--- config.mk ---
export PLATFORM = sky130hd
export DESIGN_NAME = mem_ctrl_flat
export DESIGN_NICKNAME = d
export VERILOG_FILES = /design/src/rtl/mem_ctrl_if.sv /design/src/rtl/mem_ctrl.sv /design/src/flat_wrapper.sv
export SDC_FILE = /design/constraint.sdc
export NUM_CORES = 1
export LEC_CHECK = 0
export ABC_AREA = 1
export BUFFER_PORTS_ARGS = -buffer_cell sky130_fd_sc_hd__buf_4
export CAP_MARGIN = 40
export CORE_MARGIN = 1
export CORE_UTILIZATION = 42
export CTS_BUF_LIST = sky130_fd_sc_hd__clkbuf_8
export CTS_CLUSTER_SIZE = 40
export DETAILED_ROUTE_END_ITERATION = 8
export GPL_ROUTABILITY_DRIVEN = 0
export HOLD_SLACK_MARGIN = 0.15
export PLACE_DENSITY = 0.85
export SETUP_SLACK_MARGIN = 0.2
export SYNTH_ARGS = -nofsm -noshare
export SYNTH_HDL_FRONTEND = slang
export SYNTH_SLANG_ARGS = --single-unit
export TNS_END_PERCENT = 20
--- constraint.sdc ---
create_clock -name clock -period 1.3 [get_ports clock]
set_clock_uncertainty 0.1 [all_clocks]
set_input_delay 0.13 -clock clock [delete_from_list [all_inputs] [get_ports clock]]
set_output_delay 0.13 -clock clock [all_outputs]
set_load 0.02 [all_outputs]
--- src/rtl/mem_ctrl_if.sv ---
// CPU request/response channel plus the data-RAM port bundle for mem_ctrl.
// The slave modport is the controller; master is the CPU/RAM environment side.
interface mem_ctrl_if #(
    parameter int DATA_WIDTH = 32,
    parameter int ADDR_WIDTH = 6
);
    logic                  req_valid;
    logic                  req_ready;
    logic                  req_we;
    logic [31:0]           req_addr;
    logic [DATA_WIDTH-1:0] req_wdata;

    logic                  resp_valid;
    logic                  resp_ready;
    logic [DATA_WIDTH-1:0] resp_rdata;
    logic                  resp_err;

    logic [DATA_WIDTH-1:0] ram_data;
    logic [ADDR_WIDTH-1:0] ram_read_addr;
    logic [ADDR_WIDTH-1:0] ram_write_addr;
    logic                  ram_we;
    logic [DATA_WIDTH-1:0] ram_q;

    modport slave (
        input  req_valid, req_we, req_addr, req_wdata, resp_ready, ram_q,
        output req_ready, resp_valid, resp_rdata, resp_err,
               ram_data, ram_read_addr, ram_write_addr, ram_we
    );

    modport master (
        output req_valid, req_we, req_addr, req_wdata, resp_ready, ram_q,
        input  req_ready, resp_valid, resp_rdata, resp_err,
               ram_data, ram_read_addr, ram_write_addr, ram_we
    );
endinterface

--- src/rtl/mem_ctrl.sv ---
// Single-outstanding load/store controller in front of a 1-cycle-latency RAM.
// Latency: store 2, load 3, error 1 cycles; req_ready only in IDLE, RESP holds until resp_ready.
module mem_ctrl #(
    parameter int DATA_WIDTH = 32,
    parameter int ADDR_WIDTH = 6
) (
    input  logic         clock,
    input  logic         reset_n,
    mem_ctrl_if.slave    bus
);
    typedef enum logic [2:0] {IDLE, WR, RD1, RD2, RESP} state_t;

    state_t                state_q, state_d;
    logic [DATA_WIDTH-1:0] resp_rdata_q, resp_rdata_d;
    logic                  resp_err_q, resp_err_d;
    logic [ADDR_WIDTH-1:0] raddr_q, raddr_d;
    logic [ADDR_WIDTH-1:0] waddr_q, waddr_d;
    logic [DATA_WIDTH-1:0] wdata_q, wdata_d;

    logic [ADDR_WIDTH-1:0] word_idx;
    logic                  addr_err;

    assign word_idx = bus.req_addr[ADDR_WIDTH+1:2];
    assign addr_err = (|bus.req_addr[1:0]) || (|bus.req_addr[31:ADDR_WIDTH+2]);

    always_ff @(posedge clock) begin
        if (!reset_n) begin
            state_q      <= IDLE;
            resp_rdata_q <= '0;
            resp_err_q   <= 1'b0;
            raddr_q      <= '0;
            waddr_q      <= '0;
            wdata_q      <= '0;
        end else begin
            state_q      <= state_d;
            resp_rdata_q <= resp_rdata_d;
            resp_err_q   <= resp_err_d;
            raddr_q      <= raddr_d;
            waddr_q      <= waddr_d;
            wdata_q      <= wdata_d;
        end
    end

    always_comb begin
        state_d      = state_q;
        resp_rdata_d = resp_rdata_q;
        resp_err_d   = resp_err_q;
        raddr_d      = raddr_q;
        waddr_d      = waddr_q;
        wdata_d      = wdata_q;
        case (state_q)
            IDLE: begin
                if (bus.req_valid) begin
                    if (addr_err) begin
                        resp_err_d   = 1'b1;
                        resp_rdata_d = '0;
                        state_d      = RESP;
                    end else if (bus.req_we) begin
                        waddr_d = word_idx;
                        wdata_d = bus.req_wdata;
                        state_d = WR;
                    end else begin
                        raddr_d = word_idx;
                        state_d = RD1;
                    end
                end
            end
            WR: begin
                resp_err_d   = 1'b0;
                resp_rdata_d = '0;
                state_d      = RESP;
            end
            RD1: state_d = RD2;
            // RAM output register is valid here, one cycle after it sampled the address.
            RD2: begin
                resp_err_d   = 1'b0;
                resp_rdata_d = bus.ram_q;
                state_d      = RESP;
            end
            RESP: begin
                if (bus.resp_ready) state_d = IDLE;
            end
            default: state_d = IDLE;
        endcase
    end

    assign bus.req_ready      = (state_q == IDLE);
    assign bus.resp_valid     = (state_q == RESP);
    assign bus.resp_rdata     = resp_rdata_q;
    assign bus.resp_err       = resp_err_q;
    assign bus.ram_we         = (state_q == WR);
    assign bus.ram_read_addr  = raddr_q;
    assign bus.ram_write_addr = waddr_q;
    assign bus.ram_data       = wdata_q;
endmodule

--- src/flat_wrapper.sv ---
// flat-port wrapper written by rule: the top's interface ports become plain ports
module mem_ctrl_flat 
#(
    parameter int DATA_WIDTH = 32,
    parameter int ADDR_WIDTH = 6
)
  (clock, reset_n, bus_req_valid, bus_req_we, bus_req_addr, bus_req_wdata, bus_resp_ready, bus_ram_q, bus_req_ready, bus_resp_valid, bus_resp_rdata, bus_resp_err, bus_ram_data, bus_ram_read_addr, bus_ram_write_addr, bus_ram_we);
  mem_ctrl_if #(.DATA_WIDTH(DATA_WIDTH), .ADDR_WIDTH(ADDR_WIDTH)) bus_i ();
  input  logic clock;
  input  logic reset_n;
  input wire logic [$bits(bus_i.req_valid)-1:0] bus_req_valid;
  input wire logic [$bits(bus_i.req_we)-1:0] bus_req_we;
  input wire logic [$bits(bus_i.req_addr)-1:0] bus_req_addr;
  input wire logic [$bits(bus_i.req_wdata)-1:0] bus_req_wdata;
  input wire logic [$bits(bus_i.resp_ready)-1:0] bus_resp_ready;
  input wire logic [$bits(bus_i.ram_q)-1:0] bus_ram_q;
  output wire logic [$bits(bus_i.req_ready)-1:0] bus_req_ready;
  output wire logic [$bits(bus_i.resp_valid)-1:0] bus_resp_valid;
  output wire logic [$bits(bus_i.resp_rdata)-1:0] bus_resp_rdata;
  output wire logic [$bits(bus_i.resp_err)-1:0] bus_resp_err;
  output wire logic [$bits(bus_i.ram_data)-1:0] bus_ram_data;
  output wire logic [$bits(bus_i.ram_read_addr)-1:0] bus_ram_read_addr;
  output wire logic [$bits(bus_i.ram_write_addr)-1:0] bus_ram_write_addr;
  output wire logic [$bits(bus_i.ram_we)-1:0] bus_ram_we;
  assign bus_i.req_valid = bus_req_valid;
  assign bus_i.req_we = bus_req_we;
  assign bus_i.req_addr = bus_req_addr;
  assign bus_i.req_wdata = bus_req_wdata;
  assign bus_i.resp_ready = bus_resp_ready;
  assign bus_i.ram_q = bus_ram_q;
  assign bus_req_ready = bus_i.req_ready;
  assign bus_resp_valid = bus_i.resp_valid;
  assign bus_resp_rdata = bus_i.resp_rdata;
  assign bus_resp_err = bus_i.resp_err;
  assign bus_ram_data = bus_i.ram_data;
  assign bus_ram_read_addr = bus_i.ram_read_addr;
  assign bus_ram_write_addr = bus_i.ram_write_addr;
  assign bus_ram_we = bus_i.ram_we;
  mem_ctrl #(.DATA_WIDTH(DATA_WIDTH), .ADDR_WIDTH(ADDR_WIDTH)) u_core (.clock(clock), .reset_n(reset_n), .bus(bus_i));
endmodule
* Word level (Yosys, flattened, before mapping) *
Cells that the tools add are included.

cells by class
  bitwise gates (word level) = 2
  muxes and demuxes = 11
  reduce and logical (&&, ||, !) cells = 12
  equal/unequal tests = 7

operator list
  cell                count
  $pmux 32 s3         1
  $mux 32             2
  $reduce_or 24->1    1
  $pmux 3 s4          1
  $mux 3              3
  $reduce_and 4->1    2
  $eq 3x2->1 const B  2
  $reduce_and 3->1    2
  $ne 2x2->1 const B  2
  $reduce_or 2->1     2
  $eq 3x1->1 const B  1
  $eq 3x3->1 const B  1
  $logic_not 3->1     1
  $reduce_bool 3->1   1
  $mux 1              2
  $mux 2              1
  $ne 2x1->1 const B  1
  $not 1->1           2
  $pmux 1 s2          1
  $reduce_and 2->1    1
  $reduce_bool 2->1   1
  $logic_or 1x1->1    1

word-level totals
  word-level logic and storage cells = 38
  input bits = 101
  output and inout bits = 80
  register bits = 80

* Depth between registers and ports, before layout *
Gate-level depths: netlist (run 1).

  depth in word-level cells = 5
  depth in mapped cells = 11
  depth with buffers taken out = 10

* Least setup slack after synthesis (run 1) *
Ideal clock, no wire load.

  kind = register to register
  start = register u_core.state_q[2]
  end = register u_core.resp_rdata_q[0], in the netlist u_core.bus.resp_rdata[0]
  arrival time = 1,482 ps
  stages on the path, launching flop included = 10
  period minus slack after synthesis = 1,697 ps
  path slack = -397 ps
  required time = 1,085 ps
  setup time = 115 ps
  path buffers = 2
  cells stage by stage = dfxtp_1 nand2_1 nor2_1 nand2_1 nand2_1 inv_2 buf_6 buf_2 a21oi_1 nor2_1

between the ends
  word-level cells in the longest chain between the ends = 3
  elaborated cells between the ends (all ways) = 8
  classes of those cells = eq/ne (4); mux (1); reduce/logical (3)

ends and longest elaborated chain
  item                                                       RTL line        text
  start: declaration                                         mem_ctrl.sv:13  state_t state_q, state_d;
  start signal: assignment                                   mem_ctrl.sv:35  state_q <= state_d;
  $eq 3x1->1, or another cell as far along                   mem_ctrl.sv:51  case (state_q)
  $reduce_bool 3->1 (no line), or another cell as far along  -
  $reduce_and 3->1 (no line)                                 -
  end signal: assignment                                     mem_ctrl.sv:36  resp_rdata_q <= resp_rdata_d;
  end: declaration                                           mem_ctrl.sv:14  logic [DATA_WIDTH-1:0] resp_rdata_q, resp_rdata_d;

Several ways; a longest one is shown, not always the timed one.
A chain may end at the register's enable or synchronous reset.

* Worst setup path in the final report (run 1) *
  start = register u_core.state_q[0]
  end = register u_core.wdata_q[31], in the netlist u_core.bus.ram_data[31]

between the ends
  word-level cells in the longest chain between the ends = 2

ends and longest elaborated chain
  item                        RTL line        text
  $logic_not 3->1             mem_ctrl.sv:51
  $reduce_and 4->1 (no line)  -
  end signal: assignment      mem_ctrl.sv:40  wdata_q <= wdata_d;
  end: declaration            mem_ctrl.sv:18  logic [DATA_WIDTH-1:0] wdata_q, wdata_d;

No other way between the ends.

==> metrics.md, run 1 <==
| Metric | Value |
|---|---|
| Max Clock Freq | `0.604 GHz` |
| Worst setup margin | `-355 ps` |
| Synthesized flop and latch total | `80` |
| Slew @ Worst Pin | `324 ps` |
| Unrepaired setup endpoints after global routing | `true` |
| PwrDens | `988 mW/mm²` |
| Post-synthesis sequential area ratio | `47.9%` |
| Via count | `4619` |
| Critical Path Start Type | `register` |
| Endpoints failing hold | `1` |
| Crit path kind | `reg -> reg` |
| Top cell type by total area after synthesis | `dfxtp_1` |
| Slowest cell on the critical path | `dfxtp_2` |
| Area Growth Syn to Fin | `95.1%` |
| CP max stage delay | `350 ps` |
| Outcome | `finished with violations` |
| Final Util | `84.4%` |
| First DRT Iteration DRCs | `286` |
| Failing checks | `negative hold slack, negative setup slack` |
| Met2 routed WL | `7710 µm` |
| Vias per cell | `5.40` |
| Grt total ovfl | `0` |
| Max H-tree Level | `3` |
| TritonRoute pass-1 iters | `7` |
| Period minus WS final | `1650 ps` |
| Crit path DAT | `1810 ps` |
| Post-Route M1 WL | `5330 µm` |
| CP Cell Sequence | `nor2_4 > nand2_4 > nor2_2 > nand3_4 > clkbuf_16 > o21ai_0 > nor2_1` |
| Clock Sink Count | `80` |
| Dpl hpwl | `6880 µm` |
| Vias in the first global route | `4259` |
| Root buf cell | `clkbuf_8` |
| Final period util | `127%` |
| Footprint of the multi-input gates | `0.00180 mm²` |
| Synthesized netlist net count | `575` |
| Library cells used by synthesis | `23` |
| WP data required | `1450 ps` |
| Die extent in y | `91.2 µm` |
| CTS Buf Count | `9` |
| Critical path fanouts, max | `19` |
| CTS hold repair buffers | `70` |
| Port Buffers | `180` |
| Global-route wire length before repair | `19600 µm` |
| FILL cells | `406` |
| Max-slew violations | `0` |
| Largest net degree at the start of global routing | `39` |
| Clock-pin slew on the worst setup and hold paths | `90 ps` |
| Hold slack | `-9.42 ps` |
| Die ar. | `0.00832 mm²` |
| Core ar. | `0.00773 mm²` |
| Final setup TNS | `-16310 ps` |
| Total Wirelength | `14900 µm` |
| Avg Inst Size Synth | `7.05 µm²` |
| Uppermost layer routed | `met4` |
| FF/Latch Area | `0.00161 mm²` |
| Clock buffer depth | `2` |
| Worst setup EP type | `register` |
| YS warnings | `0` |
| Final net count | `849` |
| Worst rel slew slack | `78.3%` |
| Hold Path Class | `in -> reg` |
| Clk_lat worst skew | `360 ps` |
| Num ports | `181` |
| Initial antenna violation count | `0` |
| Worst VDD drop | `655 µV` |
| Layout cells sized above 1 | `43.4%` |
| Initial Util | `43.3%` |
| Synth top area share | `47.9%` |
| Post-route ant nets | `0` |
| Final setup fails | `82` |
| Total global routing track utilization | `29.6%` |
| Max-cap violations | `0` |
| Synth area leaders | `dfxtp_1, nor2_1, nand2_1` |
| Std cell rows | `32` |
| P_leak | `0.00301 µW` |
| Area of the mapped netlist | `0.00334 mm²` |
| CTS tree | `built` |
| Overall die width | `91.2 µm` |
| Mapped Cells | `474` |
| Routed length per instance | `17.4 µm` |
| Drt drc | `0` |
| Routed met3 length | `882 µm` |
| ANT cells | `0` |
==> layout make-up <==
class                      instances  share of cell area [%]
clock buffer                       9                    1.90
tap                              102                    1.96
sequential                        80                    24.7
inverter                          22                    1.42
multi-input combinational        342                    27.5
clock inverter                     7                    1.19
timing repair buffer             293                    41.3
==> power by group <==
| part | switching (µW) | internal [µW] | total (µW) | leakage [µW] |
|---|---|---|---|---|
| logic | 902 | 959 | 1860 | 0.00226 |
| clock network | 1010 | 908 | 1920 | 0.000101 |
| registers | 94.2 | 2570 | 2660 | 0.000653 |
==> cell families after synthesis <==
group	after synthesis	synth area share (%)
AO/OA/AOI/OAI	75	11.2
buffers and inverters	52	7.82
flip-flops	80	47.9
AND/OR/NAND/NOR	267	33.0
==> layer usage <==
| layer | vias up | track usage (%) |
|---|---|---|
| met5 | - | 0 |
| met4 | 0 | 20.0 |
| met3 | 92 | 5.53 |
| met2 | 267 | 52.3 |
| met1 | 2200 | 32.0 |
| li1 | 2060 | - |
==> synthesized netlist by cell type <==
master,instances
nor3_1,1
nor2_1,140
clkbuf_2,3
inv_2,3
nand2_4,1
buf_1,2
clkbuf_1,7
nand2_2,1
nor2_4,2
o21ai_0,29
a21oi_1,35
dfxtp_1,80
nor2_8,1
nand3_1,36
nand3_2,1
o21ai_1,11
buf_6,6
buf_2,11
buf_4,1
nand2_1,83
clkinv_1,1
inv_1,18
nor3b_2,1
==> stage by stage <==
step	instance area, µm²	total power (µW)	std cells	setup slack [ps]	hold WS [ps]
3_5_place_dp	5030	4070	746	-322	274
3_3_place_gp	5030	4030	746	-258	265
6_report	6520	6440	855	-355	-9.42
4_1_cts	6110	6230	841	-187	-29.8
5_1_grt	6520	6690	855	-421	-5.30
2_1_floorplan	3500	3500	474	-138	178
==> timing repair <==
item | 4_1_cts | 5_1_grt
gates resized for setup | 25 | 63
pin swaps | 25 | 27
buffers inserted | 6 | 3
hold endpoints to repair | 78 | 31
endpoints found under the setup margin | 100 | 154
cloned | 3 | 11
==> registers in the layout, indices dropped and copies added, names as in the netlist <==
signal	cells
u_core.bus.ram_read_addr	6
u_core.bus.ram_write_addr	6
u_core.bus.ram_data	32
u_core.state_q	3
u_core.bus.resp_rdata	32
u_core.bus.resp_err	1
==> worst max-delay path, delay by kind of cell (launching register included) <==
family                 cells  cell delay [ps]
and+or+nand+nor            5              600
DFF                        1              350
AOI/OAI and AO/OA          1              280
buffers and inverters      1              210
==> final timing paths <==
path                                                              to  slack, ps  cells after the start                             start
worst max register to register  u_core.bus.ram_data[31]$_SDFFE_PN0P_       -350                      7    u_core.state_q[0]$_SDFFE_PN0P_
worst max-delay path            u_core.bus.ram_data[31]$_SDFFE_PN0P_       -350                      7    u_core.state_q[0]$_SDFFE_PN0P_
worst min register to register      u_core.bus.resp_err$_SDFFE_PN0P_        370                      2  u_core.bus.resp_err$_SDFFE_PN0P_
worst min-delay path                  u_core.state_q[2]$_SDFFE_PN0P_         -9                      4                    bus_resp_ready
==> placed cells by master, fill, tap and decap left out, drive strengths merged <==
cell type,instances
nand2,85
dlygate4sd3,70
a21oi,35
nor3b,1
clkinvlp,1
dfxtp,80
nor2,143
clkbuf,16
buf,216
inv,24
nand3,37
clkinv,3
nor3,1
bufinv,1
o21ai,40
(Power assumes the default switching activity.)
==> inputs of run 2 (changes only) <==
--- a/config.mk
+++ b/config.mk
@@ -5,11 +5,10 @@
 export SDC_FILE = /design/constraint.sdc
 export NUM_CORES = 1
 export LEC_CHECK = 0
-export ABC_AREA = 1
+export ABC_AREA = 0
 export BUFFER_PORTS_ARGS = -buffer_cell sky130_fd_sc_hd__buf_4
-export CAP_MARGIN = 40
 export CORE_MARGIN = 1
-export CORE_UTILIZATION = 42
+export CORE_UTILIZATION = 41
 export CTS_BUF_LIST = sky130_fd_sc_hd__clkbuf_8
 export CTS_CLUSTER_SIZE = 40
 export DETAILED_ROUTE_END_ITERATION = 8
==> run 2 against run 1 <==
The run ends with negative setup slack left. Largest cell class unchanged. Via count down 26%. Clock power down 7%. Non-clock buffer count down 17. Area after synthesis down 7.4%. First-iteration DRC count down 45%. Register-to-register slack worse by 90 ps. Critical path type unchanged. Critical path depth unchanged. Hold slack better by 140 ps. Critical endpoint is now u_core.bus.resp_rdata[22]$_SDFFE_PN0P_. Synthesized cell count down 38%. Die area down 5.1%.
==> metrics.md, run 2 <==
| Metric | Value |
|---|---|
| Post-route ant nets | `0 (unchanged)` |
| Worst VDD drop | `939 µV (+43%)` |
| Largest net degree at the start of global routing | `46 (+18%)` |
| ANT cells | `0 (unchanged)` |
| Clock buffer depth | `2 (unchanged)` |
| Count leader, synth | `nand2_1` |
| Top cell type by total area after synthesis | `dfxtp_1` |
| Total Wirelength | `11400 µm (-24%)` |
| FF-to-FF Start | `u_core.state_q[1]$_SDFFE_PN0P_` |
| Outcome | `finished with violations` |
| Clock-pin slew on the worst setup and hold paths | `100 ps (about the same)` |
| Hold path depth | `3 (-1)` |
| CTS Buf Count | `9 (unchanged)` |
| Num ports | `181 (unchanged)` |
| Area Growth Syn to Fin | `85.2%` |
| Initial Util | `42.4% (-0.83 points)` |
| Max-cap violations | `0 (unchanged)` |
| Vias in the first global route | `3544 (-17%)` |
| Clock Sink Count | `80 (unchanged)` |
| Library cells used by synthesis | `27 (+17%)` |
| Synthesized netlist net count | `397 (-31%)` |
| Hold Path End | `u_core.state_q[1]$_SDFFE_PN0P_` |
| PwrDens | `854 mW/mm² (-14%)` |
| Endpoints failing hold | `0 (-1)` |
| Total global routing track utilization | `28.1% (-1.5 points)` |
| Dpl hpwl | `6230 µm (-9.4%)` |
| Clk_lat worst skew | `340 ps (-20 ps)` |
| Worst setup margin | `-447 ps (-91.7 ps)` |
| Final setup TNS | `-29310 ps (-13000 ps)` |
| Setup slack, reg-to-reg | `-450 ps (-90 ps)` |
| TritonRoute pass-1 iters | `5 (-2)` |
| Synthesized flop and latch total | `80 (unchanged)` |
| Crit path kind | `reg -> reg` |
| Global-route wire length before repair | `16400 µm (-16%)` |
| Setup crit start | `u_core.state_q[1]$_SDFFE_PN0P_` |
| Mapped Cells | `296 (-38%)` |
| Worst setup EP type | `register` |
| Most frequent cells in the layout | `buf_4, nand2_1, dfxtp_1` |
| Max H-tree Level | `3 (unchanged)` |
| Comb pwr share | `13.6% (-15 points)` |
| Avg Inst Size Synth | `10.5 µm² (+48%)` |
| Power Internal | `3630 µW (-18%)` |
| Vias per cell | `5.14 (-4.8%)` |
| Sw frac | `25.8% (-5.4 points)` |
| Register share of total power | `50.1% (+8.7 points)` |
| Area of the mapped netlist | `0.00309 mm² (-7.4%)` |
| Ys flop type | `dfxtp_1` |
| Critical Path Start Type | `register` |
| Initial antenna violation count | `0 (unchanged)` |
| Synth cell count leaders | `nand2_1, dfxtp_1, mux2i_1, a32o_1, clkbuf_1` |
| Routed length per instance | `17.1 µm (-1.8%)` |
| Grt total ovfl | `0 (unchanged)` |
| P_leak | `0.00248 µW (-18%)` |
| Final setup fails | `82 (unchanged)` |
| Die extent in y | `88.9 µm (-2.6%)` |
| Crit path DAT | `1890 ps (+80 ps)` |
| Met2 usage | `52.4% (+0.11 points)` |
| Final Util | `78.6% (-5.9 points)` |
| Reg2reg end | `u_core.bus.resp_rdata[22]$_SDFFE_PN0P_` |
| Max-slew violations | `0 (unchanged)` |
| Hold Path Class | `in -> reg` |
| Root buf cell | `clkbuf_8` |
| Failing checks | `negative setup slack` |
| Synth area leaders | `dfxtp_1, mux2i_1, nand2_1` |
| CTS hold repair buffers | `71 (+1.4%)` |
| WP data required | `1440 ps (about the same)` |
| Max Clock Freq | `0.573 GHz (-5.2%)` |
| Core ar. | `0.00729 mm² (-5.6%)` |
| Worst rel slew slack | `51.0% (-27 points)` |
| Unrepaired setup endpoints after global routing | `true` |
| Async set-reset flop share out of synthesis | `0% (unchanged)` |
| Hold path startpoint | `bus_req_we` |
| Drt drc | `0 (unchanged)` |
| R2R depth | `7 (unchanged)` |
| Slew @ Worst Pin | `733 ps (+409 ps)` |
| First DRT Iteration DRCs | `158 (-45%)` |
| Synth top area share | `51.8% (+3.9 points)` |
| Std cell rows | `31 (-3.1%)` |
| Clock share of power | `36.3% (+6.5 points)` |
| Via count | `3415 (-26%)` |
| Grt peak-use layer | `met2` |
| Met1 Track Usage GR | `28.7% (-3.3 points)` |
| CTS tree | `built` |
| P_sw | `1260 µW (-37%)` |
| Overall die width | `88.9 µm (-2.6%)` |
| Die ar. | `0.00790 mm² (-5.1%)` |
| EDFF count, synth | `0 (unchanged)` |
| Period minus WS final | `1750 ps (+91.7 ps)` |
| Port Buffers | `180 (unchanged)` |
| Layout cells sized above 1 | `43.0% (-0.42 points)` |
| Final net count | `661 (-22%)` |
| Post-synthesis sequential area ratio | `51.8% (+3.9 points)` |
| Met3 usage | `6.62% (+1.1 points)` |
| Final period util | `134% (+7.1 points)` |
| Critical path fanouts, max | `34 (+15)` |
| YS warnings | `0 (unchanged)` |
| Most common cell after layout, fill and taps aside | `buf_4` |
## run 2: cell types whose count changed after synthesis, moves of 4 or more
cell      change
nor2_1      -137
mux2i_1      +44
a21oi_1      -34
nand3_1      -34
a32o_1       +32
o21ai_0      -28
inv_1        -15
o21ai_1      -11
buf_2         -7
clkbuf_1      +6
buf_6         -5
nor4_1        +4
nor4_4        +4
## run 2: metrics by stage
stage / hold WS [ps] / std cells / setup slack (ps) / total power [µW] / area, µm²
after global routing: 137 / 664 / -490 / 5060 / 5730
after floorplan: 140 / 296 / -351 / 2670 / 3140
after global placement: 239 / 570 / -450 / 2960 / 4640
final: 129 / 664 / -447 / 4890 / 5730
after detailed placement: 244 / 570 / -525 / 2970 / 4640
after CTS: 118 / 662 / -377 / 4870 / 5660
## run 2: cell type report
type                    instances  area [µm²]
inverters                       4        15.0
repair buffers                276        2380
flip-flops and latches         80        1610
fillers                       470        1560
clock buffers                  10         138
multi-input cells             189        1420
well taps                      99         124
clock inverters                 6        51.3
## run 2: power by group through the flow
stage	combinational, µW	sequential (µW)	clock, µW
floorplan	149	2520	0
global placement	448	2510	0
detailed placement	459	2510	0
CTS	639	2450	1780
global route	707	2450	1900
finish	664	2450	1780
## run 2: worst max-delay path by stage
| stage | to | cells after the start |
|---|---|---|
| 2_1_floorplan | u_core.bus.ram_read_addr[0]$_SDFFE_PN0P_ | 5 |
| 3_3_place_gp | u_core.bus.resp_rdata[28]$_SDFFE_PN0P_ | 3 |
| 3_5_place_dp | u_core.bus.resp_rdata[19]$_SDFFE_PN0P_ | 3 |
| 4_1_cts | u_core.bus.resp_rdata[6]$_SDFFE_PN0P_ | 7 |
| 5_1_grt | u_core.bus.ram_data[13]$_SDFFE_PN0P_ | 7 |
| 6_report | u_core.bus.resp_rdata[22]$_SDFFE_PN0P_ | 7 |
## run 2: what timing repair did
item                                    4_1_cts  5_1_grt
hold endpoints to repair                     78        2
pin swaps                                     5        1
setup buffers                                 3        0
gates cloned                                  2        2
endpoints found under the setup margin       83      135
resized for setup                            16        3
## run 2: cell families after synthesis
family	after synthesis	share of synthesized area (%)
AOI/OAI and AO/OA	40	12.5
muxes	44	14.2
and+or+nand+nor	105	16.7
DFF	80	51.8
buffers and inverters	27	4.85
## run 2: worst max-delay path, cell delays in order (launching register included)
cell and delay [ps]:
dfxtp_2 340, buf_6 120, nor3_4 210, buf_4 160, nand2_2 70, o21bai_4 180, buf_12 170, a32o_1 290
## run 2: routing by layer
metal	vias up	share of wire, %
li1	1587	-
met5	-	0
met4	0	3.5
met3	40	5.5
met1	1623	37
met2	165	54
